File: src/rtl/ms_timer_pkg.sv
// ms_timer_pkg: shared constants and channel state encoding for ms_timer_scheduler.
// Revision: 1.0
`default_nettype none

package ms_timer_pkg;

    localparam int CLK_HZ = 100_000_000;
    localparam int MS_DIV = CLK_HZ / 1000;

    typedef enum logic [0:0] {
        IDLE = 1'b0,
        RUN  = 1'b1
    } state_t;

endpackage

`default_nettype wire

File: src/rtl/ms_timer_channel.sv
// ms_timer_channel: one millisecond countdown channel (count, IDLE/RUN state, sticky irq).
// Optional reload mode under MS_TIMER_SCHED_PERIODIC_EN. Revision: 1.0
`default_nettype none

module ms_timer_channel
    import ms_timer_pkg::*;
#(
    parameter int CNT_W = 16
) (
    input  logic             clk,
    input  logic             rst,
    input  logic             we,
    input  logic             cancel,
    input  logic [CNT_W-1:0] ms,
`ifdef MS_TIMER_SCHED_PERIODIC_EN
    input  logic             periodic,
`endif
    input  logic             tick,
    input  logic             irq_clr,
    output logic             busy,
    output logic             expired,
    output logic             irq
);

    state_t           state, state_n;
    logic [CNT_W-1:0] count, count_n;
    logic             expire_n;
    logic             irq_n;
`ifdef MS_TIMER_SCHED_PERIODIC_EN
    logic             periodic_q, periodic_n;
    logic [CNT_W-1:0] reload, reload_n;
`endif

    always_ff @(posedge clk or posedge rst) begin
        if (rst) begin
            state      <= IDLE;
            count      <= '0;
            expired    <= 1'b0;
            irq        <= 1'b0;
`ifdef MS_TIMER_SCHED_PERIODIC_EN
            periodic_q <= 1'b0;
            reload     <= '0;
`endif
        end else begin
            state      <= state_n;
            count      <= count_n;
            expired    <= expire_n;
            irq        <= irq_n;
`ifdef MS_TIMER_SCHED_PERIODIC_EN
            periodic_q <= periodic_n;
            reload     <= reload_n;
`endif
        end
    end

    // Priority: write, then cancel, then tick; a write in a tick cycle discards that tick.
    always_comb begin
        state_n  = state;
        count_n  = count;
        expire_n = 1'b0;
        irq_n    = irq;
`ifdef MS_TIMER_SCHED_PERIODIC_EN
        periodic_n = periodic_q;
        reload_n   = reload;
`endif
        if (we) begin
            if (ms == '0) begin
                state_n  = IDLE;
                count_n  = '0;
                expire_n = 1'b1;
`ifdef MS_TIMER_SCHED_PERIODIC_EN
                periodic_n = 1'b0;
`endif
            end else begin
                state_n = RUN;
                count_n = ms;
`ifdef MS_TIMER_SCHED_PERIODIC_EN
                periodic_n = periodic;
                reload_n   = ms;
`endif
            end
        end else if (cancel) begin
            state_n = IDLE;
            count_n = '0;
        end else if (state == RUN && tick) begin
            if (count == CNT_W'(1)) begin
                expire_n = 1'b1;
`ifdef MS_TIMER_SCHED_PERIODIC_EN
                if (periodic_q) begin
                    count_n = reload;
                end else begin
                    state_n = IDLE;
                    count_n = '0;
                end
`else
                state_n = IDLE;
                count_n = '0;
`endif
            end else begin
                count_n = count - 1'b1;
            end
        end

        if (expire_n) begin
            irq_n = 1'b1;
        end else if (irq_clr) begin
            irq_n = 1'b0;
        end
    end

    assign busy = (state == RUN);

endmodule

`default_nettype wire

File: src/rtl/ms_timer_scheduler.sv
// ms_timer_scheduler: one shared 1 ms prescaler driving NUM_CH countdown channels.
// Optional periodic reload under MS_TIMER_SCHED_PERIODIC_EN. Revision: 1.0
`default_nettype none

module ms_timer_scheduler #(
    parameter int MS_DIV = ms_timer_pkg::MS_DIV,
    parameter int NUM_CH = 4,
    parameter int CNT_W  = 16,
    parameter int CH_W   = 2
) (
    input  logic              clk,
    input  logic              rst,
    input  logic              cfg_we,
    input  logic              cfg_cancel,
    input  logic [CH_W-1:0]   cfg_ch,
    input  logic [CNT_W-1:0]  cfg_ms,
`ifdef MS_TIMER_SCHED_PERIODIC_EN
    input  logic              cfg_periodic,
`endif
    input  logic [NUM_CH-1:0] irq_clr,
    output logic              ms_tick,
    output logic [NUM_CH-1:0] busy,
    output logic [NUM_CH-1:0] expired,
    output logic [NUM_CH-1:0] irq
);

    import ms_timer_pkg::*;

    localparam int PRE_W = (MS_DIV > 1) ? $clog2(MS_DIV) : 1;

    logic [PRE_W-1:0] pre_cnt;

    // Tick is registered off the wrap so it lands exactly MS_DIV cycles apart.
    always_ff @(posedge clk or posedge rst) begin
        if (rst) begin
            pre_cnt <= '0;
            ms_tick <= 1'b0;
        end else if (pre_cnt == PRE_W'(MS_DIV - 1)) begin
            pre_cnt <= '0;
            ms_tick <= 1'b1;
        end else begin
            pre_cnt <= pre_cnt + 1'b1;
            ms_tick <= 1'b0;
        end
    end

    for (genvar i = 0; i < NUM_CH; i++) begin : g_ch
        logic sel;
        assign sel = (cfg_ch == CH_W'(i));

        ms_timer_channel #(
            .CNT_W (CNT_W)
        ) u_ch (
            .clk      (clk),
            .rst      (rst),
            .we       (cfg_we & sel),
            .cancel   (cfg_cancel & sel),
            .ms       (cfg_ms),
`ifdef MS_TIMER_SCHED_PERIODIC_EN
            .periodic (cfg_periodic),
`endif
            .tick     (ms_tick),
            .irq_clr  (irq_clr[i]),
            .busy     (busy[i]),
            .expired  (expired[i]),
            .irq      (irq[i])
        );
    end

endmodule

`default_nettype wire

File: config.mk
export PLATFORM = sky130hd
export DESIGN_NAME = ms_timer_scheduler
export DESIGN_NICKNAME = d
export VERILOG_FILES = /design/src/rtl/ms_timer_pkg.sv /design/src/rtl/ms_timer_channel.sv /design/src/rtl/ms_timer_scheduler.sv
export SDC_FILE = /design/constraint.sdc
export NUM_CORES = 1
export LEC_CHECK = 0
export BUFFER_PORTS_ARGS = -buffer_cell sky130_fd_sc_hd__buf_2
export CAP_MARGIN = 20
export CORE_MARGIN = 1.5
export CORE_UTILIZATION = 25
export DETAILED_ROUTE_END_ITERATION = 8
export GPL_ROUTABILITY_DRIVEN = 0
export PLACE_DENSITY = 0.51
export SYNTH_ARGS = -nofsm -noshare
export SYNTH_HDL_FRONTEND = slang
export SYNTH_SLANG_ARGS = --single-unit
File: constraint.sdc
create_clock -name clk -period 3.5 [get_ports clk]
set_input_delay 0.175 -clock clk [delete_from_list [all_inputs] [get_ports clk]]
set_output_delay 0.175 -clock clk [all_outputs]
set_load 0.02 [all_outputs]
==> results.cfg, run 1 <==
[status]
outcome = finished, final reports clean

[timing]
maxSlewViolCount = 0
slew_headroom = 0.458
rsz0062_at_grt = no
fin_setup_tns_ps = 0
hold_viol = 0
setup_viol = 0
skew_ps = 10.9
fin_crit_ps = 2450
fmax_ghz = 0.409
tightest_slew_ps = 806
fin_crit_sh = 0.699

[worst_hold_path]
worstHoldPathType = input port to register

[clock_network]
cts_buffers = 9
cts-root-buf = clkbuf_16
clock_latency_ps = 350
cts_buffer_depth = 2
ctsHoldBuffers = 1
cts_setup_buffers = 0
clock-sinks = 94
cts_tree = yes
cts_max_level = 3
clkTransAtPathRegs_ps = 70
cts_resized = 0

[yosys]
syn-num-nets = 629
ys_ff_latch = 94
async_flop_share = 1.00
synth_most_common_cell = dfrtp_1
ys_seq_area_frac = 0.429
syn_area_per_cell_um2 = 9.24
yosysUniqueCellTypes = 67
ys.flop_type = dfrtp_1
ys_top_cells_by_count = dfrtp_1, nand2_1, nor2_1
synth_area_leaders = dfrtp_1, nand2_1, a221o_1
yosys.area.top_type = dfrtp_1
netlist_area_mm2 = 0.00549
yosysTopAreaCellShare = 0.429
syn_inst = 594
yosysWarningCount = 0
synth_edf_count = 0

[final_layout]
design_area_mm2 = 0.00623
finalNonFillerCells = 907
drive_gt1_frac = 0.129
area_delta_synth_final_pct = 13.5
fin_nets = 657
diodes = 0
final_util = 0.287

[detailed_routing]
vias = 4899
drcViolationCount = 0
totalWireLength_mm = 16.2
ant_nets = 0
drt_iter0_drc = 241
firstDrtPassIters = 5
wl_per_cell_um = 17.8
vias_per_cell = 5.40

[run]
cap_viol_max_count = 0

[global_route]
grt_pass1_vias = 4567
track_usage = 0.146
grt_pass1_wl_mm = 25.5
grt_overflow = 0
antenna_found_initial = 0
grt_max_degree = 57

[floorplan]
die_area_mm2 = 0.0228
fp.dieH_um = 151
row_count = 54
core_mm2 = 0.0217
dieWidth_um = 151
initial_core_util = 0.253
io_pins = 39

[place]
dpl.cell_count = 890
port_buffers = 38
dp_hpwl_mm = 10.9
placed_area_mm2 = 0.00593

[power]
p_leak_nw = 2.37
fin_total_pwr_w = 0.00277
vdd_drop_max_mv = 0.211
powerDensity_mw_per_mm2 = 445

[worst_setup_path]
worstPathMaxFanout = 17
crit_type = register to register
start_kind = register
cp.required_ps = 3730
crit_path_end_kind = register
cp.arrival_ps = 2670
-- placed cells by master (no fill, tap or decap), types with 12 or more instances in the layout --
master | netlist | layout
dfrtp_1 | 94 | 94
nand2_1 | 63 | 63
nor2_1 | 45 | 45
buf_2 | 2 | 38
o21ai_0 | 33 | 33
a21oi_1 | 26 | 26
nand3_1 | 25 | 25
nor3_1 | 20 | 20
a221o_1 | 18 | 18
inv_1 | 18 | 17
a22oi_1 | 17 | 17
nor4_1 | 15 | 15
or4_1 | 14 | 14
o311ai_0 | 14 | 14
o31ai_1 | 12 | 12
or3_1 | 12 | 12
-- metal layers --
layer,share of wire,vias to the layer above,global-route usage
li1,-,2347,-
met1,0.47,2388,0.204
met2,0.45,142,0.226
met3,0.058,22,0.0286
met4,0.018,0,0.0476
met5,0,-,0
-- kinds of logic (layout without fill, tap and decap cells) --
| group | count (synthesis) | after routing | synth area share |
|---|---|---|---|
| xor gates and xnor gates | 15 | 15 | 0.0239 |
| DFF | 94 | 94 | 0.429 |
| AOI/OAI and AO/OA | 176 | 176 | 0.234 |
| and+or+nand+nor | 246 | 246 | 0.239 |
| buffers and inverters | 50 | 83 | 0.0463 |
| adders and majority gates | 9 | 9 | 0.0205 |
| muxes | 4 | 4 | 0.00752 |
-- flip-flops by register name, indices dropped and copies added, names as in the netlist --
name	cells
ms_tick	1
g_ch.u_ch.busy	4
g_ch.u_ch.count	64
pre_cnt	17
g_ch.u_ch.expired	4
g_ch.u_ch.irq	4
-- path summary, 6_finish.rpt --
check / from / to / slack (ps) / cells after the start
max: g_ch[2].u_ch.count[10] / g_ch[2].u_ch.count[5] / 1050 / 5
min: irq_clr[0] / g_ch[0].u_ch.irq / 80 / 3
max reg2reg: g_ch[2].u_ch.count[10] / g_ch[2].u_ch.count[5] / 1050 / 5
min reg2reg: g_ch[0].u_ch.irq / g_ch[0].u_ch.irq / 470 / 1
max in group asynchronous: rst / pre_cnt[12] / 2220 / 4
min in group asynchronous: rst / pre_cnt[6] / 510 / 3
-- report_power, final --
group / internal, W / leakage, nW / total, W / switching, W
Clock: 0.000529 / 0.141 / 0.000968 / 0.000439
Combinational: 0.000189 / 1.15 / 0.000460 / 0.000271
Sequential: 0.00120 / 1.08 / 0.00134 / 0.000139
-- layout make-up --
cell class | instances | area (µm²)
Clock buffer | 13 | 260
Clock inverter | 3 | 26.3
Inverter | 18 | 70.1
Fill cell | 2260 | 15500
Timing Repair Buffer | 49 | 275
Sequential cell | 94 | 2350
Tap cell | 280 | 350
Multi-Input combinational cell | 450 | 2890
-- stage by stage --
| stage | hold slack, ps | worst slack [ps] |
|---|---|---|
| after global routing | 87.7 | 909 |
| after CTS | 70.9 | 1040 |
| after floorplan | 290 | 876 |
| final | 80.7 | 1050 |
| after detailed placement | 372 | 1050 |
| after global placement | 368 | 1060 |
-- critical path, stage by stage, from the launching register on --
cell	delay (ps)
dfrtp_1	400
or4_1	590
nor4_2	340
or2_1	490
o21ai_0	170
a221o_1	330
Power figures use the tool's default switching activity.
==> inputs of run 2 (changes only) <==
Settings changed: ABC_AREA from default to 1, PLACE_DENSITY 0.51 to 0.52.
Clock period 3.5 ns to 2.1 ns, I/O delays scaled along.
==> run 2 against run 1 <==
  * Via count rose by 19%
  * Register-to-register slack got worse by 640 ps
  * Clock-buffer cell count fell by 3
  * Design area rose by 17%
  * Flip-flop and latch count did not move
  * Utilization rose by 0.32 points
  * Global-route usage fell by 0.42 points
  * Synthesized cell count rose by 57%
  * Critical path type unchanged
  * Largest cell class unchanged
==> results.cfg, run 2 <==
[status]
outcome = finished, final reports clean

[final_layout]
design_area_mm2 = 0.00729
regMostFlops = g_ch.u_ch.count
reg_top3 = g_ch.u_ch.count: 64 flops, pre_cnt: 17 flops
fin_nets = 1009
final-seq-area_mm2 = 0.00235
area_delta_synth_final_pct = 13.9
diodes = 0
layout_common_cells = nand2_1, nor2_1, inv_1
drive_gt1_frac = 0.137
multiInputGateArea_mm2 = 0.00328
largest_reg_flops = 64
final_util = 0.290
nFillCells = 2851
final_common_cell = nand2_1

[floorplan]
initial_core_util = 0.255
row_count = 58
dieWidth_um = 163
fp.dieH_um = 163
die_area_mm2 = 0.0266
io_pins = 39
core_mm2 = 0.0251

[clock_network]
clkTransAtPathRegs_ps = 80
cts_buffers = 9
cts_setup_buffers = 0
cts_max_level = 3
cts_tree = yes
cts_buffer_depth = 2
cts-root-buf = clkbuf_16
clock_latency_ps = 370
clock-sinks = 94

[yosys]
syn_area_per_cell_um2 = 6.87
ys.flop_type = dfrtp_1
synth_area_leaders = dfrtp_1, nand2_1, nor2_1
yosysUniqueCellTypes = 37
ys_ff_latch = 94
synth_most_common_cell = nand2_1
synth_edf_count = 0
ys_seq_area_frac = 0.368
yosysTopAreaCellShare = 0.368
netlist_area_mm2 = 0.00640
syn_inst = 931
yosys.area.top_type = dfrtp_1
yosysWarningCount = 0
syn-num-nets = 966
async_flop_share = 1.00
ys_top_cells_by_count = nand2_1, nor2_1, inv_1

[timing]
tightest_slew_ps = 661
fin_setup_tns_ps = 0
fin_crit_ps = 1690
maxSlewViolCount = 0
fin_crit_sh = 0.803
skew_ps = 17.2
slew_headroom = 0.556
rsz0062_at_grt = no
hold_viol = 0
hold_slack_ps = 43.1
setup_viol = 0
fmax_ghz = 0.593

[power]
vdd_drop_max_mv = 0.374
powerDensity_mw_per_mm2 = 814
p_leak_nw = 3.61

[place]
port_buffers = 38
placed_area_mm2 = 0.00696
dp_hpwl_mm = 13.5

[detailed_routing]
firstDrtPassIters = 5
drt_iter0_drc = 332
ant_nets = 0
totalWireLength_mm = 18.2
vias_per_cell = 4.45
vias = 5830
wl_per_cell_um = 13.9
drcViolationCount = 0

[global_route]
track_usage = 0.142
antenna_found_initial = 1
grt_pass1_wl_mm = 29.5
grt_max_degree = 95
grt_overflow = 0
grt_pass1_vias = 5770

[worst_setup_path]
crit_path_end_kind = register
worstPathMaxFanout = 16
cp.required_ps = 2400
crit_type = register to register
start_kind = register
cp.arrival_ps = 1980

[worst_hold_path]
worstHoldPathType = input port to register

[run]
cap_viol_max_count = 0
## run 2: cell types whose count changed after synthesis, moves of 18 or more
cell and delta:
a21oi_1 +25, nor2_2 +18, a221o_1 -18, o21ai_0 +21, nand2_1 +134, nor2_1 +96, nand3_1 +31, inv_1 +115
## run 2: cell type report
cell class / count / share of cell area
inverters: 150 / 0.0778
clock inverters: 6 / 0.00738
flip-flops and latches: 94 / 0.323
clock buffers: 10 / 0.0314
repair buffers: 62 / 0.0542
well taps: 330 / 0.0567
multi-input cells: 657 / 0.450
## run 2: cells by family (layout without fill, tap and decap cells)
family          count (synthesis)  count (layout)  synth area share
fa+ha+maj                       9               9            0.0176
compound gates                144             144             0.123
flops                          94              94             0.368
simple gates                  474             474             0.331
buf+inv                       180             228             0.120
xor+xnor                       30              30            0.0411
## run 2: routing by layer
metal,vias up,part of all wire,global-route usage
met2,80,0.46,0.235
met3,15,0.048,0.0374
met1,2711,0.48,0.186
met5,-,0.00055,0
li1,3022,-,-
met4,2,0.0090,0.0279
## run 2: metrics by stage
stage / setup WS, ps / total power, W / cells
after floorplan: 660 / 0.00385 / 931
after global placement: 433 / 0.00428 / 1288
after detailed placement: 408 / 0.00430 / 1288
after CTS: 397 / 0.00600 / 1309
after global routing: 243 / 0.00639 / 1309
final: 414 / 0.00593 / 1309
## run 2: worst paths after layout
kind	start	end	slack, ps	depth (start not counted)
setup reg to reg	g_ch[1].u_ch.count[0]	g_ch[1].u_ch.count[2]	410	8
max in group asynchronous	rst	g_ch[0].u_ch.count[5]	1260	4
hold / removal	cfg_ms[7]	g_ch[3].u_ch.count[7]	40	3
hold reg to reg	pre_cnt[14]	pre_cnt[14]	470	1
setup / recovery	g_ch[1].u_ch.count[0]	g_ch[1].u_ch.count[2]	410	8
min in group asynchronous	rst	pre_cnt[15]	420	4
## run 2: report_power, final
group          leakage [nW]  total (W)  switching [W]  internal [W]
Combinational          2.37    0.00169        0.00103      0.000659
Sequential             1.11    0.00259       0.000420       0.00217
Clock                 0.129    0.00166       0.000829      0.000826
## run 2: critical path, cell delays in order, from the launching register on
cell and delay [ps]:
dfrtp_1 400, ha_1 200, inv_1 50, nor2_1 40, nand3_1 130, nor2_4 50
nor2_4 400, o21ai_0 190, a21oi_1 160
## run 2: timing repair
action,in CTS,in global routing
gates resized for setup,0,0
hold buffers,5,0
hold endpoints to repair,98,0
